===== src/rtl/div_operand_prep.sv =====
// div_operand_prep: converts two's-complement operand pairs to sign-magnitude, flags dz/ovf, tags them, buffers in a 2-entry FIFO
module div_operand_prep #(
  parameter int TAGW = 4
) (
  input  logic            clk,
  input  logic            rst_n,
  input  logic            in_valid,
  output logic            in_ready,
  input  logic [15:0]     in_dividend,
  input  logic [15:0]     in_divisor,
  output logic            out_valid,
  input  logic            out_ready,
  output logic [16:0]     out_dividend,
  output logic [16:0]     out_divisor,
  output logic            out_qsign,
  output logic            out_dz,
  output logic            out_ovf,
  output logic [TAGW-1:0] out_tag,
  output logic [7:0]      err_cnt
);
  localparam int EW = 37 + TAGW;
  logic            r_s1_valid, r_s2_valid;
  logic [16:0]     r_s1_dd, r_s1_dv, r_s2_dd, r_s2_dv;
  logic [TAGW-1:0] r_s1_tag, r_s2_tag, r_tag_cnt;
  logic [EW-1:0]   r_f0, r_f1;
  logic [1:0]      r_cnt;
  logic [7:0]      r_err;
  logic            w_pop, w_push, w_s1_adv, w_in_fire, w_dz, w_ovf, w_qsign;
  logic [15:0]     w_mag_a, w_mag_b;
  logic [EW-1:0]   w_entry;
  assign out_valid = r_cnt != 2'd0;
  assign w_pop     = out_valid && out_ready;
  assign w_push    = r_s2_valid && (r_cnt != 2'd2 || w_pop);
  assign w_s1_adv  = r_s1_valid && (!r_s2_valid || w_push);
  // gated by rst_n so in_ready stays low while reset is held
  assign in_ready  = rst_n && (!r_s1_valid || w_s1_adv);
  assign w_in_fire = in_valid && in_ready;
  assign w_mag_a   = in_dividend[15] ? ~in_dividend + 16'd1 : in_dividend;
  assign w_mag_b   = in_divisor[15] ? ~in_divisor + 16'd1 : in_divisor;
  assign w_dz      = r_s2_dv[15:0] == 16'd0;
  assign w_ovf     = !w_dz && (r_s2_dd[15:0] >= r_s2_dv[15:0]);
  assign w_qsign   = r_s2_dd[16] ^ r_s2_dv[16];
  assign w_entry   = {r_s2_dd, r_s2_dv, w_qsign, w_dz, w_ovf, r_s2_tag};
  assign {out_dividend, out_divisor, out_qsign, out_dz, out_ovf, out_tag} = r_f0;
  assign err_cnt   = r_err;
  always_ff @(posedge clk or negedge rst_n) begin
    if (!rst_n) begin
      r_s1_valid <= 1'b0;
      r_s1_dd    <= '0;
      r_s1_dv    <= '0;
      r_s1_tag   <= '0;
      r_s2_valid <= 1'b0;
      r_s2_dd    <= '0;
      r_s2_dv    <= '0;
      r_s2_tag   <= '0;
      r_tag_cnt  <= '0;
      r_f0       <= '0;
      r_f1       <= '0;
      r_cnt      <= 2'd0;
      r_err      <= 8'd0;
    end else begin
      if (in_ready) begin
        r_s1_valid <= in_valid;
        r_s1_dd    <= {in_dividend[15], w_mag_a};
        r_s1_dv    <= {in_divisor[15], w_mag_b};
        r_s1_tag   <= r_tag_cnt;
      end
      if (w_in_fire) r_tag_cnt <= r_tag_cnt + TAGW'(1);
      if (w_s1_adv) begin
        r_s2_valid <= 1'b1;
        r_s2_dd    <= r_s1_dd;
        r_s2_dv    <= r_s1_dv;
        r_s2_tag   <= r_s1_tag;
      end else if (w_push) r_s2_valid <= 1'b0;
      if (w_push && (w_dz || w_ovf) && r_err != 8'hFF) r_err <= r_err + 8'd1;
      // head register always holds the oldest entry; a pop shifts entry 1 down
      if (w_push && (r_cnt == 2'd0 || (r_cnt == 2'd1 && w_pop))) r_f0 <= w_entry;
      else if (w_pop && r_cnt == 2'd2) r_f0 <= r_f1;
      if (w_push && ((r_cnt == 2'd1 && !w_pop) || r_cnt == 2'd2)) r_f1 <= w_entry;
      r_cnt <= r_cnt + {1'b0, w_push} - {1'b0, w_pop};
    end
  end
endmodule


===== config.mk =====
export PLATFORM = sky130hd
export DESIGN_NAME = div_operand_prep
export DESIGN_NICKNAME = d
export VERILOG_FILES = /design/src/rtl/div_operand_prep.sv
export SDC_FILE = /design/constraint.sdc
export NUM_CORES = 1
export LEC_CHECK = 0
export CORE_MARGIN = 3
export CORE_UTILIZATION = 56
export CTS_CLUSTER_DIAMETER = 50
export DETAILED_ROUTE_END_ITERATION = 10
export PLACE_DENSITY_LB_ADDON = 0.3
export SYNTH_ARGS = -nofsm -noshare
export SYNTH_HDL_FRONTEND = slang
export SYNTH_SLANG_ARGS = --single-unit

===== constraint.sdc =====
create_clock -name clk -period 2.65 [get_ports clk]
set_input_delay 0.53 -clock clk [delete_from_list [all_inputs] [get_ports clk]]
set_output_delay 0.53 -clock clk [all_outputs]
set_load 0.02 [all_outputs]

==> results.cfg <==
[setup_path]
crit_slowest_cell = or4_4
worst_ep_required_time_ns = 2.95
critPathMaxStageDelay_ns = 0.52
worstSetupPathType = register to register
worstPathCellList = inv_1 > ha_1 > and4_1 > nand4_1 > or4_4 > and4_4 > nor3_2 > mux2_1
crit_arrival_ns = 2.82
critPathCaptureType = register
sort_of_element_at_the_start_of_the_critical_path = register
cp_max_fo = 4

[sta]
period_minus_slack_ns = 2.52
max_clock_freq_mhz = 397
finalSetupViolCount = 0
hold_viol = 0
timing.slew.headroom = 0.474
rsz0062_at_grt = no
clock_skew_ns = 0.00797
worst_slew_pin_slew_ns = 0.789
report.final.slew_viol_count = 0
layout_worst_path_cycle_share = 0.951

[placement]
placed_cells = 971
dp_hpwl_mm = 12.1
io_buffer_count = 86
gp_routability_congestion = 0.913
placed_cell_area_um2 = 9180

[route]
vias_per_cell = 5.64
routed_wirelength_mm = 17.7
vias = 5655
antenna_violation_net_count_after_detailed_routing = 0
drc_errors = 0
initialDrtViolationCount = 466
drt_first_pass_iters = 4
routed_wire_length_per_instance_um = 17.6

[logic_synthesis]
top_cell_type_s_share_of_synthesized_area = 0.551
synth.ff_latch_count = 174
seq_area_frac_synth = 0.551
yosysTopAreaCell = dfrtp_1
synth_nets = 767
synth_area_um2 = 7910
syn_area_per_cell_um2 = 11.2
synth_area_leaders = dfrtp_1 55%, mux2_2 9.3%, nand2_1 6.1%
syn_inst = 709
synth-warning-count = 0
synth.distinct_cells = 47

[floorplanning]
die-area_um2 = 15600
start_util = 0.585
die_y_um = 125
fp.coreArea_um2 = 13500
floorplan.rows = 42
io-pin-count = 87
die_x_extent_um = 125

[global_route]
final_global_route_overflow_total = 0
global_route.usage.total = 0.234
number_of_antenna_violations_at_the_first_check_in_global_routing = 0
grt_pass1_wl_mm = 29.2
vias_in_the_first_global_route = 5654
pin_count_of_the_biggest_net_entering_global_routing = 143

[cells_and_area]
layout-drive-gt1-share = 0.178
finalInstanceArea_um2 = 9800
n_fill_cell = 883
antenna-diode-count = 0
final_cells = 1003
areaGrowthSynthToFinish_pct = 23.9
nets = 872

[power]
pwr_density_cell_nw_per_um2 = 1060
sequential_group_share_of_total_power = 0.413
sw_frac_of_total = 0.345
power.combinational.fraction = 0.350
worst_ir_drop_vdd_uv = 490
power_frac_clock = 0.237
p_switching_mw = 3.60
p_int_mw = 6.83
power.leakage_nw = 4.62

[cts]
clock_tree.root_cell = clkbuf_16
clk_pin_slew_worst_paths_ns = 0.06
cts_buffers = 17
clock_sink_count = 174
clock_insertion_delay_worst_skew_ns = 0.42
maximum_level_of_the_cts_h_tree = 4
cts_buffer_depth = 2
cts_hold_repair.buffers = 0
cts_tree = yes

[hold_path]
timing.hold.worst.class = input pin to async pin

[job]
max_cap_viol_count = 0

[run_status]
run_status = finished, final reports clean
cell families after synthesis:
group,synth area share
and+or+nand+nor,0.113
DFF,0.551
AOI/OAI and AO/OA,0.0851
muxes,0.146
buffers and inverters,0.0288
xor gates and xnor gates,0.0421
adders and majority gates,0.0348
cells in the final DEF, fill, tap and decap left out, drive strengths merged, types with 3 or more instances in the layout:
master           n
ha              22
xor2            28
nand2b           4
nor2b            4
a21oi            3
clkdlybuf4s50   84
clkinvlp         6
nand3           11
nor3             6
dfrtp          174
nand4            4
nor4             6
and3             3
nand2          128
nor2             8
o31ai            7
mux2i           41
buf             35
xnor2           10
clkbuf          20
inv             25
mux2            66
o41ai            4
o21ai           97
or4              6
what timing repair did:
item | in CTS | in global routing
setup buffers | 0 | 0
endpoints found under the setup margin | 0 | 6
gates resized for setup | 0 | 6
hold endpoints to repair | 0 | 0
critical path, delay by kind of cell, from the launching register on:
family	cells	cell delay, ns
DFF	1	0.41
buffers and inverters	1	0.08
muxes	1	0.33
and+or+nand+nor	5	1.29
adders and majority gates	1	0.29
layout make-up:
class / count / area, um2 / area share
clock buffers: 20 / 457 / 0.0466
clock inverters: 12 / 136 / 0.0139
repair buffers: 120 / 1190 / 0.122
multi-input cells: 478 / 3350 / 0.342
flip-flops and latches: 174 / 4350 / 0.445
inverters: 23 / 86.3 / 0.00881
well taps: 176 / 220 / 0.0225
stage by stage:
stage,hold slack [ns],utilization,total power [mW],setup slack (ns),setup TNS [ns]
after detailed placement,0.467,0.680,7.89,-0.103,-0.103
after global routing,0.281,0.725,11.0,0.0407,0
after CTS,0.290,0.724,10.4,0.00649,0
after floorplan,0.234,-,6.32,0.279,0
after global placement,0.457,0.680,7.67,0.00665,0
final,0.176,0.725,10.4,0.131,0
cells in the mapped netlist (all sizes together):
library cell / count
and3: 3
xnor2: 10
or3b: 1
nor3: 6
o31ai: 7
and4: 2
nor3b: 1
clkbuf: 18
mux2: 66
mux2i: 41
nand3b: 1
o22a: 1
nand4b: 2
or2: 1
o21ai: 97
ha: 22
and3b: 1
inv: 23
nand2: 128
o211ai: 1
a221oi: 1
nor4: 6
and2: 2
buf: 16
a21o: 2
xor2: 28
nor2b: 4
dfrtp: 174
a221o: 1
or4: 6
a211oi: 1
o41ai: 4
nand4: 4
nand2b: 4
or3: 1
nor2: 8
a21oi: 3
nand3: 11
a2111oi: 1
sequential cells by signal, indices dropped and copies added, names as in the netlist:
name	flops
err_cnt	8
r_cnt	2
r_f0	41
r_f1	41
r_s1_dd	17
r_s1_dv	17
r_s1_tag	4
r_s1_valid	1
r_s2_dd	17
r_s2_dv	17
r_s2_tag	4
r_s2_valid	1
r_tag_cnt	4
power by group through the flow:
stage	Clock, mW	Sequential (mW)	Combinational, mW
3_3_place_gp	0	4.26	3.41
3_5_place_dp	0	4.33	3.57
4_1_cts	2.49	4.30	3.64
5_1_grt	2.60	4.42	3.99
6_report	2.47	4.31	3.65
2_1_floorplan	0	4.45	1.87
metal layers:
metal	vias to the layer above	GRT usage	routed length, um
li1	2671	-	-
met1	2797	0.319	7720
met2	160	0.389	8840
met3	27	0.0395	798
met4	0	0.0708	309
met5	-	0	0
worst paths after layout:
check	startpoint	end	slack (ns)	cells past startpoint
max	r_s2_dv[13]$_DFFE_PN0P_	err_cnt[6]$_DFFE_PN0P_	0.13	8
min	rst_n	r_f1[34]$_DFFE_PN0P_	0.18	2
max reg2reg	r_s2_dv[13]$_DFFE_PN0P_	err_cnt[6]$_DFFE_PN0P_	0.13	8
min reg2reg	r_f1[5]$_DFFE_PN0P_	r_f1[5]$_DFFE_PN0P_	0.48	2
max in group asynchronous	rst_n	r_f1[11]$_DFFE_PN0P_	1.59	3
min in group clk	r_f1[5]$_DFFE_PN0P_	r_f1[5]$_DFFE_PN0P_	0.48	2
(Power assumes the default switching activity.)
